**src/rtl/du_pkg.sv**
```systemverilog
// -----------------------------------------------------------------------------
// du_pkg
// Shared definitions for the debug-unit latch dump path.
// - du_state_t   : dump sequencer states
// - DU_HDR_TAG   : upper nibble of every per-channel header byte
// - DU_CRC8_POLY : CRC-8 generator polynomial (x^8 + x^2 + x + 1)
// - DU_CRC8_INIT : CRC-8 start value
// -----------------------------------------------------------------------------
package du_pkg;

   typedef enum logic [2:0] {
      IDLE,
      HDR,
      DATA,
      CRC,
      DONE
   } du_state_t;

   localparam logic [3:0] DU_HDR_TAG   = 4'hA;
   localparam logic [7:0] DU_CRC8_POLY = 8'h07;
   localparam logic [7:0] DU_CRC8_INIT = 8'h00;

endpackage

```
**src/rtl/du_crc8_byte.sv**
```systemverilog
// -----------------------------------------------------------------------------
// du_crc8_byte
// Purely combinational single-byte CRC-8 step, MSB first, no reflection.
// Ports:
// - crc      in  8  running CRC value
// - data     in  8  byte being folded in
// - next_crc out 8  CRC after absorbing data
// -----------------------------------------------------------------------------
module du_crc8_byte
   import du_pkg::*;
(
   input  logic [7:0] crc,
   input  logic [7:0] data,
   output logic [7:0] next_crc
);

   logic [7:0] crc_work;

   // XOR the byte in up front, then run eight shift/conditional-XOR steps.
   always_comb begin
      crc_work = crc ^ data;
      for (int i = 0; i < 8; i++) begin
         if (crc_work[7]) begin
            crc_work = (crc_work << 1) ^ DU_CRC8_POLY;
         end else begin
            crc_work = crc_work << 1;
         end
      end
      next_crc = crc_work;
   end

endmodule

```
**src/rtl/du_latch_dump.sv**
```systemverilog
// -----------------------------------------------------------------------------
// du_latch_dump
// Freezes N_CH pipeline-latch vectors on request and streams the selected
// channels byte by byte into the UART TX FIFO, honouring FIFO-full.
// Each enabled channel is framed as {DU_HDR_TAG, ch[3:0]} followed by
// ceil(NB_CH/8) data bytes, most significant byte first.
// Optional feature macro: DU_DUMP_CRC8_EN appends one CRC-8 byte covering
// every header and data byte of the dump.
// Ports:
// - i_clk      in  1           system clock
// - i_reset    in  1           synchronous active-high reset
// - i_latches  in  N_CH*NB_CH  channel k at [k*NB_CH +: NB_CH]
// - i_ch_mask  in  N_CH        channel enable mask, sampled with i_start
// - i_start    in  1           dump request, honoured only in IDLE
// - i_tx_full  in  1           TX FIFO full, stalls the stream
// - o_tx_data  out NB_BYTE     byte to TX FIFO
// - o_tx_wr    out 1           write strobe for o_tx_data
// - o_busy     out 1           dump in progress
// - o_done     out 1           one-cycle completion pulse
// -----------------------------------------------------------------------------
module du_latch_dump
   import du_pkg::*;
#(
   parameter int N_CH    = 4,
   parameter int NB_CH   = 136,
   parameter int NB_BYTE = 8
) (
   input  logic                    i_clk,
   input  logic                    i_reset,
   input  logic [N_CH*NB_CH-1:0]   i_latches,
   input  logic [N_CH-1:0]         i_ch_mask,
   input  logic                    i_start,
   input  logic                    i_tx_full,
   output logic [NB_BYTE-1:0]      o_tx_data,
   output logic                    o_tx_wr,
   output logic                    o_busy,
   output logic                    o_done
);

   localparam int NBYTES = (NB_CH + 7) / 8;
   localparam int PAD_W  = NBYTES * 8;
   localparam int CNT_W  = $clog2(NBYTES + 1);
   localparam int CH_W   = (N_CH > 1) ? $clog2(N_CH) : 1;

   generate
      if (N_CH < 1 || N_CH > 16 || NB_BYTE != 8) begin : g_bad_cfg
         $error("du_latch_dump: N_CH must be 1..16 and NB_BYTE must be 8");
      end
   endgenerate

`ifdef DU_DUMP_CRC8_EN
   localparam du_state_t END_ST = CRC;
`else
   localparam du_state_t END_ST = DONE;
`endif

   du_state_t               state;
   logic [N_CH*NB_CH-1:0]   snap;
   logic [N_CH-1:0]         mask;
   logic [CH_W-1:0]         ch_idx;
   logic [CNT_W-1:0]        byte_cnt;

   logic [PAD_W-1:0]        cur_pad;
   logic [7:0]              hdr_byte;
   logic [7:0]              data_byte;
   logic [7:0]              tx_byte;
   logic [CH_W:0]           first_ch;
   logic [CH_W:0]           next_ch;
   logic                    streaming;

   // Lowest enabled channel at or above 'from'; MSB of the result flags a hit.
   function automatic logic [CH_W:0] find_from(input logic [N_CH-1:0] m,
                                               input int from);
      logic [CH_W:0] r;
      r = '0;
      for (int k = N_CH - 1; k >= 0; k--) begin
         if (m[k] && k >= from) begin
            r = {1'b1, CH_W'(k)};
         end
      end
      return r;
   endfunction

   assign first_ch = find_from(i_ch_mask, 0);
   assign next_ch  = find_from(mask, int'(ch_idx) + 1);

   // Current channel zero-padded up to a whole number of bytes, then the
   // byte picked MSB-first by the per-channel byte counter.
   assign cur_pad   = PAD_W'(snap[int'(ch_idx)*NB_CH +: NB_CH]);
   assign data_byte = cur_pad[(NBYTES - 1 - int'(byte_cnt))*8 +: 8];
   assign hdr_byte  = {DU_HDR_TAG, 4'(ch_idx)};

   assign streaming = (state == HDR) || (state == DATA) || (state == CRC);

`ifdef DU_DUMP_CRC8_EN
   logic [7:0] crc;
   logic [7:0] crc_next;

   du_crc8_byte u_crc8 (
      .crc      (crc),
      .data     (tx_byte),
      .next_crc (crc_next)
   );
`endif

   // Byte presented to the FIFO is decoded straight from the state so a
   // stall simply holds it until the FIFO has room again.
   always_comb begin
      tx_byte = '0;
      case (state)
         HDR:     tx_byte = hdr_byte;
         DATA:    tx_byte = data_byte;
`ifdef DU_DUMP_CRC8_EN
         CRC:     tx_byte = crc;
`endif
         default: tx_byte = '0;
      endcase
   end

   assign o_tx_wr   = streaming && !i_tx_full;
   assign o_tx_data = tx_byte;
   assign o_busy    = streaming;
   assign o_done    = (state == DONE);

   // Dump sequencer. Snapshot and mask are captured once at acceptance so
   // the running pipeline cannot disturb a dump in flight.
   always_ff @(posedge i_clk) begin
      if (i_reset) begin
         state    <= IDLE;
         snap     <= '0;
         mask     <= '0;
         ch_idx   <= '0;
         byte_cnt <= '0;
`ifdef DU_DUMP_CRC8_EN
         crc      <= DU_CRC8_INIT;
`endif
      end else begin
`ifdef DU_DUMP_CRC8_EN
         if (o_tx_wr && state != CRC) begin
            crc <= crc_next;
         end
`endif
         case (state)
            IDLE: begin
               if (i_start) begin
                  snap     <= i_latches;
                  mask     <= i_ch_mask;
                  byte_cnt <= '0;
`ifdef DU_DUMP_CRC8_EN
                  crc      <= DU_CRC8_INIT;
`endif
                  if (first_ch[CH_W]) begin
                     ch_idx <= first_ch[CH_W-1:0];
                     state  <= HDR;
                  end else begin
                     state  <= END_ST;
                  end
               end
            end
            HDR: begin
               if (!i_tx_full) begin
                  byte_cnt <= '0;
                  state    <= DATA;
               end
            end
            DATA: begin
               if (!i_tx_full) begin
                  if (byte_cnt == CNT_W'(NBYTES - 1)) begin
                     if (next_ch[CH_W]) begin
                        ch_idx <= next_ch[CH_W-1:0];
                        state  <= HDR;
                     end else begin
                        state  <= END_ST;
                     end
                  end else begin
                     byte_cnt <= byte_cnt + 1'b1;
                  end
               end
            end
`ifdef DU_DUMP_CRC8_EN
            CRC: begin
               if (!i_tx_full) begin
                  state <= DONE;
               end
            end
`endif
            DONE: begin
               state <= IDLE;
            end
            default: begin
               state <= IDLE;
            end
         endcase
      end
   end

endmodule
```
**config.mk**
```make
export PLATFORM = sky130hd
export DESIGN_NAME = du_latch_dump
export DESIGN_NICKNAME = d
export VERILOG_FILES = /design/src/rtl/du_pkg.sv /design/src/rtl/du_crc8_byte.sv /design/src/rtl/du_latch_dump.sv
export SDC_FILE = /design/constraint.sdc
export NUM_CORES = 1
export LEC_CHECK = 0
export ABC_CLOCK_PERIOD_IN_PS = 8900
export BUFFER_PORTS_ARGS = -buffer_cell sky130_fd_sc_hd__buf_2
export CAP_MARGIN = 20
export CORE_MARGIN = 4
export CORE_UTILIZATION = 44
export CTS_CLUSTER_DIAMETER = 50
export DETAILED_ROUTE_END_ITERATION = 7
export PLACE_DENSITY = 0.73
export SYNTH_ARGS = -nofsm -noshare
export SYNTH_HDL_FRONTEND = slang
export SYNTH_SLANG_ARGS = --single-unit
```
**constraint.sdc**
```tcl
create_clock -name i_clk -period 8.9 [get_ports i_clk]
set_input_delay 2.225 -clock i_clk [delete_from_list [all_inputs] [get_ports i_clk]]
set_output_delay 2.225 -clock i_clk [all_outputs]
set_load 0.01 [all_outputs]
```
==> results of run 1 <==
## worst min-delay path by stage
stage                      to  slack (ps)  startpoint
floorplan           snap[179]         430   snap[179]
global placement    snap[242]         440   snap[242]
detailed placement  snap[359]         440   snap[359]
CTS                 snap[359]         450   snap[359]
global route        snap[517]         470   snap[517]
finish              snap[410]         450   snap[410]
## critical path: cells and delay by family, from the launching register on
kind | cells | cell delay [ps]
AO/OA/AOI/OAI | 3 | 1140
buffers and inverters | 3 | 1080
flip-flops | 1 | 590
adder cells (fa/ha/maj) | 1 | 480
multiplexers | 2 | 400
## registers in the layout (all words and copies together), names as in the netlist
register	cells
byte_cnt	5
ch_idx	2
mask	3
snap	544
state	3
## power groups by stage
stage	clock network [mW]	registers [mW]	logic, mW
2_1_floorplan	0	2.78	0.694
3_3_place_gp	0	2.85	1.00
3_5_place_dp	0	2.85	1.01
4_1_cts	2.89	2.80	1.02
5_1_grt	3.00	2.82	1.11
6_report	2.86	2.81	1.02
## synth_stat cells, drive strengths merged, types with 4 or more instances
cell / count / area (um2)
a22oi: 16 / 120
nand2b: 4 / 25.0
nor2: 31 / 116
nand4: 4 / 25.0
a31oi: 7 / 43.8
nand2: 1139 / 4280
and2: 8 / 50.1
buf: 75 / 454
inv: 5 / 18.8
dfxtp: 557 / 11200
clkbuf: 165 / 621
mux4: 133 / 3030
a211oi: 8 / 60.1
nor2b: 7 / 43.8
nand3: 13 / 65.1
xor2: 5 / 43.8
a21oi: 561 / 2810
nor3: 10 / 50.1
o21ai: 14 / 70.1
mux2i: 40 / 400
## stage by stage
stage / hold slack [ps] / power (mW)
finish: 451 / 6.68
global route: 470 / 6.93
CTS: 451 / 6.71
detailed placement: 443 / 3.87
global placement: 439 / 3.85
floorplan: 432 / 3.47
## layer usage
| metal | track usage | part of all wire |
|---|---|---|
| met4 | 0.115 | 0.038 |
| met2 | 0.434 | 0.46 |
| met3 | 0.0413 | 0.071 |
| met5 | 0 | 0.000094 |
| met1 | 0.390 | 0.43 |
## cell type report
cell class	instances	area share
inverter	6	0.000773
multi-input combinational	2053	0.402
antenna	5	0.000429
tap	696	0.0299
sequential	557	0.383
clock inverter	24	0.0127
timing repair buffer	580	0.105
clock buffer	93	0.0668
## cell families (layout without fill, tap and decap cells)
family	after synthesis	in the layout	synth area share
AND/OR/NAND/NOR	1228	1228	0.198
AO/OA/AOI/OAI	641	641	0.142
flip-flops	557	557	0.466
buffers and inverters	246	703	0.0459
multiplexers	173	173	0.143
XOR/XNOR	8	8	0.00293
adder cells (fa/ha/maj)	3	3	0.00157
other	0	5	0
==> flow_metrics.tcl, run 1 <==
set metrics [dict create \
    outcome "completed" \
    cts_buffers 66 \
    crit_path_start_kind "flip-flop" \
    worst-path-max-fanout 38 \
    worstSetupEndpoint "o_tx_data[0]" \
    hold_viol 0 \
    place_area_um2 26800 \
    yosysSeqAreaShare 0.466 \
    ys_ff_latch 557 \
    cts_root_buffer "clkbuf_16" \
    grt_pass1_wl_um 123000 \
    synth_edf_count 0 \
    p_leak_nw 11.7 \
    power_density_nw_per_um2 229 \
    end_kind "output port" \
    comb_power_share 0.153 \
    r2r-start "byte_cnt[0]" \
    dpl.cell_count 3892 \
    fin_crit_sh 0.733 \
    postCtsHoldBufs 0 \
    ys.warnings.count 0 \
    path_cells "inv_2 > ha_2 > buf_4 > mux4_2 > mux2i_1 > o221ai_1 > a222oi_1 > o31ai_1 > buf_2" \
    grt_max_degree 247 \
    slew_headroom 0.112 \
    fin_ws_ps 2370 \
    core-area_um2 53800 \
    synth_flop_cell "dfxtp_1" \
    pwr-share-clk 0.428 \
    multi_input_area_um2 11700 \
    final-instance-count-excl-fill 4014 \
    slowest_stage "o31ai_1" \
    final_common_cell "nand2_1" \
    dp_slack_ps 2930 \
    cap_violations 0 \
    crit_path_start "byte_cnt[0]" \
    power_switching_mw 1.83 \
    internal_power_mw 4.85 \
    fin_tns_setup_ps 0 \
    p_sw_frac 0.274 \
    design_area_um2 29100 \
    start_util 0.445 \
    fin_crit_ps 6530 \
    cts_resized 0 \
    slew_viol_final 0 \
    layout-drive-gt1-share 0.249 \
    setup_viol 0 \
    yosysUniqueCellTypes 59 \
    vdd_drop_max_uv 142 \
    antenna_found_initial 7 \
    htreeDepth 3 \
    seqPwrFrac 0.420 \
    ant_nets 0 \
    place_congestion 0.918 \
    fin_util 0.541 \
    drc_errors 0 \
    cts_tree "yes" \
    num-fill-cells 4979 \
    r2r_end "byte_cnt[3]" \
    hold_depth 2 \
    die_width_um 241 \
    dp_hpwl_um 60700 \
    crit_arrival_ps 4300 \
    worst_pin_slew_ps 1330 \
    drt_iter0_drc 2173 \
    crit_type "flip-flop to output port" \
    final_cell_mix "1138 x nand2_1, 561 x a21oi_1, 561 x buf_2" \
    clk_pin_slew_ps 60 \
    regArea_um2 11200 \
    regToRegSetupSlack_ps 5600 \
    num_io_pins 563 \
    grt_util_all_layers 0.278 \
    mappedNetlistNets 3411 \
    r2r_cells 11 \
    hp-class "flip-flop to flip-flop" \
    portBuffers 562 \
    max_freq_mhz 153 \
    grt-ovfl-total 0 \
    vias_per_cell 5.57 \
    cpPeakStageDelay_ps 680 \
    avgSynthCellArea_um2 8.38 \
    grt_pass1_vias 20855 \
    skew_ps 34.9 \
    rsz0062_at_grt "false" \
    dieHeight_um 241 \
    clock-sinks 557 \
    firstDrtPassIters 5 \
    wl_per_cell_um 21.2 \
    finalWirelength_um 85000 \
    clk_latency_ps 600 \
    required_ps 6680 \
    post_cts_buffers 0 \
    cts_buffer_depth 3 \
    async_reset_ff_frac 0 \
    num-nets-final 3819 \
    vias 22346 \
    syn_area_um2 23900 \
    syn_inst 2856 \
    syn2layout_area_growth_pct 21.8 \
    fp-row-count 85 \
    die_area_um2 58200 \
]
(Power assumes the default switching activity.)
==> inputs of run 2 (changes only) <==
Settings changed: ABC_CLOCK_PERIOD_IN_PS 8900 to 6700.
Clock period 8.9 ns to 6.7 ns, I/O delays scaled along.
==> run 2 against run 1 <==
Effect of this change:
- combinational power increased by 34%
- hold slack gained 1.0 ps
- via count down 0.72%
- sequential cell count unchanged
- total power up 28%
- clock-buffer cell count down 4
- final cell count is 0.22% higher
- critical endpoint is now o_tx_data[2]
- largest cell class unchanged
- largest power group is now sequential cells
- highest routed layer unchanged
==> flow_metrics.tcl, run 2 (synthesized netlist as in run 1, its figures left out) <==
set metrics [dict create \
    outcome "completed" \
    grt-ovfl-total 0 \
    syn2layout_area_growth_pct 21.4 \
    drt_iter0_drc 2146 \
    cp_num_buf_inv 2 \
    top_register "snap" \
    hold_viol 0 \
    cts_resized 0 \
    die_width_um 241 \
    ant_nets 0 \
    grt_pass1_wl_um 122000 \
    core-area_um2 53800 \
    regToRegSetupSlack_ps 4010 \
    required_ps 5030 \
    fin_crit_sh 0.828 \
    grt_pass1_vias 20778 \
    vdd_drop_max_uv 219 \
    slew_headroom 0.252 \
    cts_buffer_depth 3 \
    largestRegisters "snap: 544 flops, byte_cnt: 5 flops" \
    hold-worst-slack_ps 452 \
    crit_path_start "ch_idx[0]" \
    max_freq_mhz 180 \
    htreeDepth 2 \
    firstDrtPassIters 6 \
    antenna_found_initial 4 \
    power_density_nw_per_um2 295 \
    num_io_pins 563 \
    path_depth 7 \
    cpPeakStageDelay_ps 850 \
    vias_per_cell 5.51 \
    crit_type "flip-flop to output port" \
    r2r_end "byte_cnt[4]" \
    die_area_um2 58200 \
    start_util 0.445 \
    post_cts_buffers 0 \
    cts_tree "yes" \
    fp-row-count 85 \
    slowest_stage "dfxtp_4" \
    p_sw_frac 0.279 \
    p_leak_nw 11.7 \
    hp-class "flip-flop to flip-flop" \
    rsz0062_at_grt "false" \
    path_cells "buf_4 > mux4_1 > mux4_2 > and2_1 > o21ai_1 > o211ai_1 > buf_2" \
    final_cell_mix "1138 x nand2_1, 561 x a21oi_1, 561 x buf_2" \
    r2r_cells 11 \
    pwr-share-clk 0.406 \
    dp_hpwl_um 62400 \
    seqPwrFrac 0.435 \
    portBuffers 562 \
    slew_viol_final 0 \
    clock-sinks 557 \
    final_common_cell "nand2_1" \
    wl_per_cell_um 21.0 \
    crit_arrival_ps 3870 \
    comb_power_share 0.160 \
    grt_max_degree 238 \
    cap_violations 0 \
    grt_util_all_layers 0.275 \
    postCtsHoldBufs 0 \
    clk_pin_slew_ps 60 \
    setup_viol 0 \
    worst_pin_slew_ps 1120 \
    crit_path_start_kind "flip-flop" \
    dieHeight_um 241 \
    finalWirelength_um 84500 \
    cpLargestDelayFamily "multiplexers" \
    fin_tns_setup_ps 0 \
    clk_latency_ps 620 \
    worst-path-max-fanout 45 \
    fin_crit_ps 5550 \
    drc_errors 0 \
    end_kind "output port" \
    cts_buffers 61 \
    cts_root_buffer "clkbuf_16" \
    internal_power_mw 6.18 \
    worstSetupEndpoint "o_tx_data[2]" \
    place_congestion 0.891 \
    power_switching_mw 2.39 \
    r2r-start "byte_cnt[0]" \
    largest_reg_flops 544 \
    vias 22185 \
    num-nets-final 3831 \
    skew_ps 28.1 \
    layout-drive-gt1-share 0.252 \
]
==> run 2: through the flow <==
step	cells	power [mW]	util	instance area, um2	worst slack, ps
floorplan	2856	4.62	-	23900	2030
global placement	3909	5.14	0.501	26900	1790
detailed placement	3909	5.15	0.501	26900	1780
CTS	4020	8.60	0.540	29000	1120
global route	4023	8.89	0.540	29100	1010
finish	4023	8.57	0.540	29100	1150
==> run 2: metal layers <==
| layer | track usage | up-vias | share of wire |
|---|---|---|---|
| met2 | 0.443 | 928 | 0.47 |
| li1 | - | 10493 | - |
| met5 | 0 | - | 0.00020 |
| met4 | 0.105 | 2 | 0.039 |
| met1 | 0.377 | 10605 | 0.42 |
| met3 | 0.0414 | 157 | 0.074 |
==> run 2: worst reg2reg max path: cells and delay by family (launching register included) <==
family,cells,cell delay [ps]
AOI/OAI and AO/OA,2,640
xor gates and xnor gates,1,170
adders and majority gates,2,460
buffers and inverters,1,70
DFF,1,550
and+or+nand+nor,5,660
==> run 2: how the worst min path moves through the flow <==
| stage | startpoint | end | slack, ps | depth (start not counted) |
|---|---|---|---|---|
| after detailed placement | snap[382] | snap[382] | 440 | 2 |
| after global routing | snap[441] | snap[441] | 470 | 2 |
| final | snap[61] | snap[61] | 450 | 2 |
| after CTS | snap[382] | snap[382] | 450 | 2 |
| after floorplan | snap[179] | snap[179] | 430 | 2 |
| after global placement | snap[242] | snap[242] | 440 | 2 |
==> run 2: area by class of cell <==
type                       instances  area [um2]
tap                              696         871
timing repair buffer             597        3190
clock buffer                      89        1820
fill                            5080       24800
antenna                            3        7.51
clock inverter                    22         274
multi-input combinational       2053       11700
inverter                           6        22.5
sequential                       557       11200
==> run 2: power by group through the flow <==
stage	clock network, mW	logic, mW	registers, mW
floorplan	0	0.922	3.69
CTS	3.51	1.36	3.72
detailed placement	0	1.36	3.79
global placement	0	1.34	3.79
finish	3.48	1.37	3.73
global route	3.66	1.49	3.75
